<file path="config.mk">
export PLATFORM = sky130hd
export DESIGN_NAME = vga_timing_flat
export DESIGN_NICKNAME = d
export VERILOG_FILES = /design/src/rtl/vga_pkg.sv /design/src/rtl/vga_timing_if.sv /design/src/rtl/sync_delay_line.sv /design/src/rtl/vga_timing.sv /design/src/flat_wrapper.sv
export SDC_FILE = /design/constraint.sdc
export NUM_CORES = 1
export LEC_CHECK = 0
export CORE_AREA = 4 4 73 75
export DETAILED_ROUTE_END_ITERATION = 10
export DIE_AREA = 0 0 77 79
export GPL_TIMING_DRIVEN = 0
export HOLD_SLACK_MARGIN = 0.08
export PLACE_DENSITY_LB_ADDON = 0.2
export SKIP_CTS_REPAIR_TIMING = 1
export SKIP_LAST_GASP = 1
export SLEW_MARGIN = 15
export SYNTH_ARGS = -nofsm -noshare
export SYNTH_HDL_FRONTEND = slang
export SYNTH_SLANG_ARGS = --single-unit
export TNS_END_PERCENT = 30
</file>
<file path="constraint.sdc">
create_clock -name VGA_CLOCK -period 2.27 [get_ports VGA_CLOCK]
set_clock_uncertainty 0.2 [all_clocks]
set_input_delay 0.454 -clock VGA_CLOCK [delete_from_list [all_inputs] [get_ports VGA_CLOCK]]
set_output_delay 0.454 -clock VGA_CLOCK [all_outputs]
set_load 0.02 [all_outputs]
</file>
<file path="src/rtl/vga_pkg.sv">
// Shared VGA timing constants and types for the pong display pipeline.
// Holds default mode timings, derived totals and the coordinate width.
package vga_pkg;

    localparam int unsigned COORD_W       = 11;
    localparam int unsigned FRAME_COUNT_W = 16;
    localparam int unsigned COORD_MAX     = (1 << COORD_W) - 1;

    typedef logic [COORD_W-1:0]       coord_t;
    typedef logic [FRAME_COUNT_W-1:0] frame_count_t;

    // One entry of the sync delay line: polarity already applied.
    typedef struct packed {
        logic hsync;
        logic vsync;
        logic visible;
    } sync_bits_t;

    // 800x600 @ 72 Hz, 50 MHz pixel clock.
    localparam int unsigned SVGA_H_VISIBLE = 800;
    localparam int unsigned SVGA_H_FRONT   = 56;
    localparam int unsigned SVGA_H_SYNC    = 120;
    localparam int unsigned SVGA_H_BACK    = 64;
    localparam int unsigned SVGA_V_VISIBLE = 600;
    localparam int unsigned SVGA_V_FRONT   = 37;
    localparam int unsigned SVGA_V_SYNC    = 6;
    localparam int unsigned SVGA_V_BACK    = 23;

    // 640x480 @ 60 Hz, 25.175 MHz pixel clock.
    localparam int unsigned VGA_H_VISIBLE = 640;
    localparam int unsigned VGA_H_FRONT   = 16;
    localparam int unsigned VGA_H_SYNC    = 96;
    localparam int unsigned VGA_H_BACK    = 48;
    localparam int unsigned VGA_V_VISIBLE = 480;
    localparam int unsigned VGA_V_FRONT   = 10;
    localparam int unsigned VGA_V_SYNC    = 2;
    localparam int unsigned VGA_V_BACK    = 33;

    function automatic int unsigned timing_total(input int unsigned visible,
                                                 input int unsigned front,
                                                 input int unsigned sync,
                                                 input int unsigned back);
        return visible + front + sync + back;
    endfunction

    localparam int unsigned SVGA_H_TOTAL =
        timing_total(SVGA_H_VISIBLE, SVGA_H_FRONT, SVGA_H_SYNC, SVGA_H_BACK);
    localparam int unsigned SVGA_V_TOTAL =
        timing_total(SVGA_V_VISIBLE, SVGA_V_FRONT, SVGA_V_SYNC, SVGA_V_BACK);

endpackage

</file>
<file path="src/rtl/vga_timing_if.sv">
// Raster timing bundle from vga_timing to the game engine and VGA pins.
interface vga_timing_if;
    import vga_pkg::*;

    coord_t       PIXEL_H;
    coord_t       PIXEL_V;
    logic         HSYNC;
    logic         VSYNC;
    logic         VISIBLE;
    logic         FRAME_START;
    frame_count_t FRAME_COUNT;

    modport master (
        output PIXEL_H, PIXEL_V, HSYNC, VSYNC, VISIBLE, FRAME_START, FRAME_COUNT
    );

    modport slave (
        input PIXEL_H, PIXEL_V, HSYNC, VSYNC, VISIBLE, FRAME_START, FRAME_COUNT
    );

endinterface

</file>
<file path="src/rtl/sync_delay_line.sv">
// N-stage shift register with a per-bit reset value; DEPTH=0 is a wire.
module sync_delay_line #(
    parameter int unsigned     WIDTH   = 3,
    parameter int unsigned     DEPTH   = 1,
    parameter logic [WIDTH-1:0] RST_VAL = '0
) (
    input  logic             VGA_CLOCK,
    input  logic             RESET,
    input  logic [WIDTH-1:0] data_in,
    output logic [WIDTH-1:0] data_out
);

    if (DEPTH == 0) begin : g_bypass
        logic unused_ctrl;
        assign unused_ctrl = VGA_CLOCK ^ RESET;
        assign data_out    = data_in;
    end else begin : g_stages
        logic [WIDTH-1:0] stage_q [DEPTH];

        always_ff @(posedge VGA_CLOCK) begin
            if (RESET) begin
                for (int unsigned i = 0; i < DEPTH; i++) begin
                    stage_q[i] <= RST_VAL;
                end
            end else begin
                stage_q[0] <= data_in;
                for (int unsigned i = 1; i < DEPTH; i++) begin
                    stage_q[i] <= stage_q[i-1];
                end
            end
        end

        assign data_out = stage_q[DEPTH-1];
    end

endmodule

</file>
<file path="src/rtl/vga_timing.sv">
// Free-running raster counters with sync/visible outputs delayed to match
// the game engine's registered pixel colour.
module vga_timing
    import vga_pkg::*;
#(
    parameter int unsigned H_VISIBLE  = SVGA_H_VISIBLE,
    parameter int unsigned H_FRONT    = SVGA_H_FRONT,
    parameter int unsigned H_SYNC     = SVGA_H_SYNC,
    parameter int unsigned H_BACK     = SVGA_H_BACK,
    parameter int unsigned V_VISIBLE  = SVGA_V_VISIBLE,
    parameter int unsigned V_FRONT    = SVGA_V_FRONT,
    parameter int unsigned V_SYNC     = SVGA_V_SYNC,
    parameter int unsigned V_BACK     = SVGA_V_BACK,
    parameter bit          H_SYNC_POL = 1'b1,
    parameter bit          V_SYNC_POL = 1'b1,
    parameter int unsigned OUT_DELAY  = 1
) (
    input  logic         VGA_CLOCK,
    input  logic         RESET,
    vga_timing_if.master vga
);

    localparam int unsigned H_TOTAL = timing_total(H_VISIBLE, H_FRONT, H_SYNC, H_BACK);
    localparam int unsigned V_TOTAL = timing_total(V_VISIBLE, V_FRONT, V_SYNC, V_BACK);

    if (H_TOTAL > COORD_MAX || V_TOTAL > COORD_MAX || OUT_DELAY > 4) begin : g_param_check
        $error("vga_timing: totals must fit 11 bits and OUT_DELAY must be 0..4");
    end

    localparam coord_t H_LAST     = coord_t'(H_TOTAL - 1);
    localparam coord_t V_LAST     = coord_t'(V_TOTAL - 1);
    localparam coord_t H_VIS_END  = coord_t'(H_VISIBLE);
    localparam coord_t V_VIS_END  = coord_t'(V_VISIBLE);
    localparam coord_t HS_FIRST   = coord_t'(H_VISIBLE + H_FRONT);
    localparam coord_t HS_LAST    = coord_t'(H_VISIBLE + H_FRONT + H_SYNC - 1);
    localparam coord_t VS_FIRST   = coord_t'(V_VISIBLE + V_FRONT);
    localparam coord_t VS_LAST    = coord_t'(V_VISIBLE + V_FRONT + V_SYNC - 1);

    localparam sync_bits_t SYNC_IDLE = '{hsync: ~H_SYNC_POL, vsync: ~V_SYNC_POL, visible: 1'b0};

    coord_t       pixel_h_q, pixel_h_d;
    coord_t       pixel_v_q, pixel_v_d;
    frame_count_t frame_count_q, frame_count_d;
    logic         frame_start_q, frame_start_d;
    logic         h_wrap, v_wrap;
    logic         hs_raw, vs_raw, vis_raw;
    sync_bits_t   line_in, line_out;

    always_comb begin
        h_wrap        = (pixel_h_q == H_LAST);
        v_wrap        = (pixel_v_q == V_LAST);
        pixel_h_d     = h_wrap ? '0 : pixel_h_q + coord_t'(1);
        pixel_v_d     = pixel_v_q;
        frame_count_d = frame_count_q;
        if (h_wrap) begin
            pixel_v_d = v_wrap ? '0 : pixel_v_q + coord_t'(1);
        end
        if (h_wrap && v_wrap) begin
            frame_count_d = frame_count_q + frame_count_t'(1);
        end
        // Registered so the pulse lands on the cycle the counters read 0,0.
        frame_start_d = h_wrap && v_wrap;
    end

    always_ff @(posedge VGA_CLOCK) begin
        if (RESET) begin
            pixel_h_q     <= '0;
            pixel_v_q     <= '0;
            frame_count_q <= '0;
            frame_start_q <= 1'b0;
        end else begin
            pixel_h_q     <= pixel_h_d;
            pixel_v_q     <= pixel_v_d;
            frame_count_q <= frame_count_d;
            frame_start_q <= frame_start_d;
        end
    end

    always_comb begin
        hs_raw  = (pixel_h_q >= HS_FIRST) && (pixel_h_q <= HS_LAST);
        vs_raw  = (pixel_v_q >= VS_FIRST) && (pixel_v_q <= VS_LAST);
        vis_raw = (pixel_h_q < H_VIS_END) && (pixel_v_q < V_VIS_END);
        line_in.hsync   = hs_raw ? H_SYNC_POL : ~H_SYNC_POL;
        line_in.vsync   = vs_raw ? V_SYNC_POL : ~V_SYNC_POL;
        line_in.visible = vis_raw;
    end

    sync_delay_line #(
        .WIDTH   ($bits(sync_bits_t)),
        .DEPTH   (OUT_DELAY),
        .RST_VAL (SYNC_IDLE)
    ) u_sync_delay_line (
        .VGA_CLOCK (VGA_CLOCK),
        .RESET     (RESET),
        .data_in   (line_in),
        .data_out  (line_out)
    );

    assign vga.PIXEL_H     = pixel_h_q;
    assign vga.PIXEL_V     = pixel_v_q;
    assign vga.HSYNC       = line_out.hsync;
    assign vga.VSYNC       = line_out.vsync;
    assign vga.VISIBLE     = line_out.visible;
    assign vga.FRAME_START = frame_start_q;
    assign vga.FRAME_COUNT = frame_count_q;

endmodule
</file>
<file path="src/flat_wrapper.sv">
// flat-port wrapper written by rule: the top's interface ports become plain ports
module vga_timing_flat import vga_pkg::*;
#(
    parameter int unsigned H_VISIBLE  = SVGA_H_VISIBLE,
    parameter int unsigned H_FRONT    = SVGA_H_FRONT,
    parameter int unsigned H_SYNC     = SVGA_H_SYNC,
    parameter int unsigned H_BACK     = SVGA_H_BACK,
    parameter int unsigned V_VISIBLE  = SVGA_V_VISIBLE,
    parameter int unsigned V_FRONT    = SVGA_V_FRONT,
    parameter int unsigned V_SYNC     = SVGA_V_SYNC,
    parameter int unsigned V_BACK     = SVGA_V_BACK,
    parameter bit          H_SYNC_POL = 1'b1,
    parameter bit          V_SYNC_POL = 1'b1,
    parameter int unsigned OUT_DELAY  = 1
)
  (VGA_CLOCK, RESET, vga_PIXEL_H, vga_PIXEL_V, vga_HSYNC, vga_VSYNC, vga_VISIBLE, vga_FRAME_START, vga_FRAME_COUNT);
  vga_timing_if vga_i ();
  input  logic VGA_CLOCK;
  input  logic RESET;
  output wire logic [$bits(vga_i.PIXEL_H)-1:0] vga_PIXEL_H;
  output wire logic [$bits(vga_i.PIXEL_V)-1:0] vga_PIXEL_V;
  output wire logic [$bits(vga_i.HSYNC)-1:0] vga_HSYNC;
  output wire logic [$bits(vga_i.VSYNC)-1:0] vga_VSYNC;
  output wire logic [$bits(vga_i.VISIBLE)-1:0] vga_VISIBLE;
  output wire logic [$bits(vga_i.FRAME_START)-1:0] vga_FRAME_START;
  output wire logic [$bits(vga_i.FRAME_COUNT)-1:0] vga_FRAME_COUNT;
  assign vga_PIXEL_H = vga_i.PIXEL_H;
  assign vga_PIXEL_V = vga_i.PIXEL_V;
  assign vga_HSYNC = vga_i.HSYNC;
  assign vga_VSYNC = vga_i.VSYNC;
  assign vga_VISIBLE = vga_i.VISIBLE;
  assign vga_FRAME_START = vga_i.FRAME_START;
  assign vga_FRAME_COUNT = vga_i.FRAME_COUNT;
  vga_timing #(.H_VISIBLE(H_VISIBLE), .H_FRONT(H_FRONT), .H_SYNC(H_SYNC), .H_BACK(H_BACK), .V_VISIBLE(V_VISIBLE), .V_FRONT(V_FRONT), .V_SYNC(V_SYNC), .V_BACK(V_BACK), .H_SYNC_POL(H_SYNC_POL), .V_SYNC_POL(V_SYNC_POL), .OUT_DELAY(OUT_DELAY)) u_core (.VGA_CLOCK(VGA_CLOCK), .RESET(RESET), .vga(vga_i));
endmodule
</file>
Word level (Yosys, flattened, before mapping)
Memories as Yosys holds them, arrays and structs flattened. Cells that the tools add are included.

Flip-flop bits (word level): 39. Bits in latches: 0. RAM bits: 3. ROM bits: 0. Bits of input ports: 2. Output and inout port bits: 42. Logic and storage cells: 30. Memories kept: 1.

Add/subtract/negate cells: 3. Multipliers: 0. Divide/modulo/power cells: 0. $lt $le $gt $ge: 6. Eq/ne operators: 2. Shift operators: 0. Mux-type cells: 8. Bitwise operators: 0. Reduce and logical (&&, ||, !) cells: 6.

Memory list: u_core.u_sync_delay_line.g_stages.stage_q (depth 1, width 3, read ports 1, clocked after Yosys merged registers in 0, write ports 1, line sync_delay_line.sv:18) `logic [WIDTH-1:0] stage_q [DEPTH];`.

Operator list (number): $add 11x1->11 const B (2); $ge 11x10->1 const B (2); $le 11x10->1 const B (2); $lt 11x10->1 const B (2); $add 16x1->16 const B (1); $eq 11x10->1 const B (1); $eq 11x11->1 const B (1); $mux 11 (1); $mux 1 (6); $logic_and 1x1->1 (4); $mux 3 (1); $reduce_or 3->1 (1); $reduce_or 2->1 (1).

Logic depth before layout (Yosys ltp)
Depth in word-level cells: 4. Depth in mapped cells: 7. Mapped depth without buffers: 6.

By module
A second synthesis with hierarchy kept.

Cell total of the unflattened synthesis: 250. Area total of the unflattened synthesis: 2108.3 µm².

Modules (own cells, without submodules): vga_timing (times used 1, cells an instance 244, area an instance 2029.4 µm², sequential area each 780.7 µm²); sync_delay_line (times used 1, cells an instance 6, area an instance 78.8 µm², sequential area each 60.1 µm²).

Least setup slack after synthesis
OpenSTA, ideal clock, no wires.

Path type: flip-flop to flip-flop. Start: reg u_core.pixel_h_q[4] (netlist: u_core.vga.PIXEL_H[4]). End: reg u_core.frame_count_q[12] (netlist: u_core.vga.FRAME_COUNT[12]). Setup time: 0.121 ns. Arrival time: 2.145 ns. Data required time: 1.949 ns. Slack: -0.196 ns. Stages on the path, launching flop included: 6. Buffers on the path: 1. Clock period less this slack: 2.466 ns. Cells stage by stage: dfxtp_1 buf_6 or4b_4 or4_1 nor4_1 mux2_2.

Cells in the longest elaborated chain, start to end: 2.

Ends and longest elaborated chain: start, declared (line vga_timing.sv:41) `coord_t pixel_h_q, pixel_h_d;`; start signal, assigned (line vga_timing.sv:72) `pixel_h_q <= pixel_h_d;`; $eq 11x11->1 (line vga_timing.sv:50) `h_wrap = (pixel_h_q == H_LAST);`; $logic_and 1x1->1 (line vga_timing.sv:58) `if (h_wrap && v_wrap) begin`; end signal, assigned (line vga_timing.sv:74) `frame_count_q <= frame_count_d;`; end, declared (line vga_timing.sv:43) `frame_count_t frame_count_q, frame_count_d;`.

Every way passes these cells. A chain may end at the register's enable or synchronous reset.

Worst setup path after layout
Start: reg u_core.pixel_h_q[4] (netlist: u_core.vga.PIXEL_H[4]). End: reg u_core.frame_count_q[11] (netlist: u_core.vga.FRAME_COUNT[11]).

The elaborated chain is that of the path after synthesis.

==> impl_metrics.env <==
export IMPL_status="complete, but fails checks"
export IMPL_violations="setup timing"
export IMPL_synthTopCellsByArea="dfxtp_1 40%, a21oi_1 5.9%, or4_1 5.0%"
export IMPL_maxCapViolCount=0
export IMPL_p_switching_mw=0.3145
export IMPL_min_period_ns=2.407
export IMPL_ys_warn_count=0
export IMPL_whs_ns=0.2659
export IMPL_cts_sinks=42
export IMPL_fmax_ghz=0.4155
export IMPL_syn_area_um2=2113
export IMPL_grt_pass1_vias=2037
export IMPL_required_ns=2.27
export IMPL_synth_top_cell_by_area="dfxtp_1"
export IMPL_multiInputGateArea_um2=1297
export IMPL_slew_headroom=0.6731
export IMPL_die_h_um=79
export IMPL_portBuffers=43
export IMPL_dp_cells=349
export IMPL_avgSynthCellArea_um2=8.386
export IMPL_ant_nets=0
export IMPL_critPathArrivalTime_ns=2.40
export IMPL_worst_pin_slew_ns=0.4904
export IMPL_comb_power_share=0.039
export IMPL_cts_tree="done"
export IMPL_setup_viol=7
export IMPL_vias=2109
export IMPL_grt_pass1_wl_um=9156
export IMPL_io_pins=44
export IMPL_cts_buffers=5
export IMPL_synth_edff_count=0
export IMPL_totalWireLength_um=5626
export IMPL_p_seq_frac=0.566
export IMPL_power_frac_clock=0.395
export IMPL_switching_share=0.2383
export IMPL_syn_num_nets=259
export IMPL_p_int_mw=1.005
export IMPL_antenna_found_initial=0
export IMPL_synth_cells=252
export IMPL_p_total_mw=1.320
export IMPL_h_tree_depth=2
export IMPL_fin_nets=312
export IMPL_ctsLongestPathBuffers=2
export IMPL_dr_first_iter_drc_count=94
export IMPL_end_kind="flop"
export IMPL_cts_clk_slew_worst_paths_ns=0.09
export IMPL_syn_to_final_growth_pct=36.00
export IMPL_grt_use_total=0.1825
export IMPL_avgViaCountPerCell=5.858
export IMPL_cp_max_fo=10
export IMPL_dp_hpwl_um=3733
export IMPL_gp_congestion=0.8519
export IMPL_setup_ws_ns=-0.1366
export IMPL_place_area_um2=2630
export IMPL_grt_overflow_total=0
export IMPL_layoutNonFillerInstCount=360
export IMPL_insertion_delay_ns=0.30
export IMPL_drive_above_1_share=0.1732
export IMPL_yosysTopAreaCellShare=0.3979
export IMPL_post_place_ws_ns=-0.4305
export IMPL_num_rows=25
export IMPL_seq_area_frac_synth=0.3979
export IMPL_design_area_um2=2874
export IMPL_synthArstFlopShare=0
export IMPL_crit_type="flop to flop"
export IMPL_synth_distinct_cells=36
export IMPL_hold_class="flop to flop"
export IMPL_wl_per_cell_um=15.63
export IMPL_seqCellArea_um2=854.6
export IMPL_drc=0
export IMPL_min_period_over_period=1.060
export IMPL_core_area_um2=4661
export IMPL_yosys_register_bits=42
export IMPL_power_density_nw_per_um2=459.2
export IMPL_grt_max_degree=14
export IMPL_die_area_um2=6083
export IMPL_rsz0062_at_grt="true"
export IMPL_slew_violations=0
export IMPL_diodes=0
export IMPL_fillers=425
export IMPL_start_util=0.4534
export IMPL_hold_viol=0
export IMPL_cts_root_buf="clkbuf_8"
export IMPL_leakagePower_nw=0.9406
export IMPL_startpoint_type="flop"
export IMPL_ir_worst_vdd_uv=234.6
export IMPL_ys_flop_type="dfxtp_1"
export IMPL_drt_pass1_iter_count=4
export IMPL_die_x_um=77
==> synthesized netlist by cell type, types with 3 or more instances <==
library cell / instances
nor4_1: 3
a21oi_1: 25
and3_1: 4
nor2_1: 20
ha_1: 5
xor2_1: 5
nor3_1: 7
and4_1: 6
o31ai_1: 11
inv_1: 11
nand4_1: 11
mux2_2: 4
or3_1: 12
and2_1: 3
nand3_1: 15
nor2b_1: 4
o21ai_0: 10
clkbuf_1: 7
xnor2_1: 6
or4_1: 14
nand2_1: 13
dfxtp_1: 42
==> routing by layer <==
metal	GRT usage	wire length, um
met1	0.2240	2616
met2	0.3101	2662
met3	0.03401	281
met4	0.08541	65
met5	0	0
==> critical path, stage by stage, from the launching register on <==
cell	delay [ns]
dfxtp_4	0.35
buf_6	0.13
or4b_4	0.51
or4_4	0.47
nor4_1	0.27
mux2_2	0.37
==> path summary, 6_finish.rpt <==
path | start | end | slack [ns] | cells past startpoint
setup reg to reg | u_core.vga.PIXEL_H[4] | u_core.vga.FRAME_COUNT[11] | -0.14 | 5
setup / recovery | u_core.vga.PIXEL_H[4] | u_core.vga.FRAME_COUNT[11] | -0.14 | 5
hold reg to reg | u_core.vga.PIXEL_H[0] | u_core.vga.PIXEL_H[0] | 0.27 | 1
hold / removal | u_core.vga.PIXEL_H[0] | u_core.vga.PIXEL_H[0] | 0.27 | 1
==> flip-flops by register name, summed over array words and instances, names as in the netlist <==
name	count
u_core.vga.PIXEL_V	11
u_core.vga.PIXEL_H	11
u_core.vga.FRAME_START	1
u_core.u_sync_delay_line.g_stages.stage_q	3
u_core.vga.FRAME_COUNT	16
==> area by class of cell <==
type | instances | share of cell area
Buffer | 8 | 0.01741
Clock buffer | 6 | 0.02873
Clock inverter | 2 | 0.004353
Inverter | 11 | 0.01437
Multi-Input combinational cell | 189 | 0.4515
Sequential cell | 42 | 0.2973
Tap cell | 54 | 0.02351
Timing Repair Buffer | 48 | 0.1628
==> power by group through the flow <==
stage                     logic (mW)  registers (mW)  clock network, mW
final                         0.0512           0.747              0.522
after global routing          0.0578           0.748              0.552
after CTS                     0.0491           0.748              0.533
after detailed placement      0.0491           0.765                  0
after global placement        0.0481           0.765                  0
after floorplan               0.0219           0.771                  0
==> kinds of logic (layout without fill, tap and decap cells) <==
group,Yosys count,after routing,share of synthesized area
AND/OR/NAND/NOR,118,118,0.3227
adder cells (fa/ha/maj),5,5,0.02960
AO/OA/AOI/OAI,51,51,0.1415
flip-flops,42,42,0.3979
buffers and inverters,21,75,0.04144
XOR/XNOR,11,11,0.04559
multiplexers,4,4,0.02131
==> layout by cell type (no fill, tap or decap), types with 2 or more instances in the layout <==
cell type	count
a21oi_1	22
a21oi_2	3
and2_1	3
and3_1	2
and4_1	6
buf_4	5
buf_6	2
clkbuf_1	2
clkbuf_2	3
clkbuf_8	6
clkdlybuf4s50_1	43
dfxtp_1	35
dfxtp_2	5
dfxtp_4	2
ha_1	3
ha_2	2
inv_1	11
mux2_2	3
nand2_1	13
nand3_1	13
nand3_2	2
nand4_1	11
nor2_1	20
nor2b_1	4
nor3_1	5
nor3_2	2
nor4_4	2
o21ai_0	10
o31ai_1	11
or3_1	12
or4_1	9
or4_4	5
xnor2_1	6
xor2_1	5
==> per-stage QoR <==
step | TNS, ns | utilization
after floorplan | -0.1563 | -
after global placement | -8.943 | 0.5643
after detailed placement | -9.978 | 0.5643
after CTS | -7.819 | 0.5847
after global routing | -1.478 | 0.6166
final | -0.5839 | 0.6166
(Power assumes the default switching activity.)
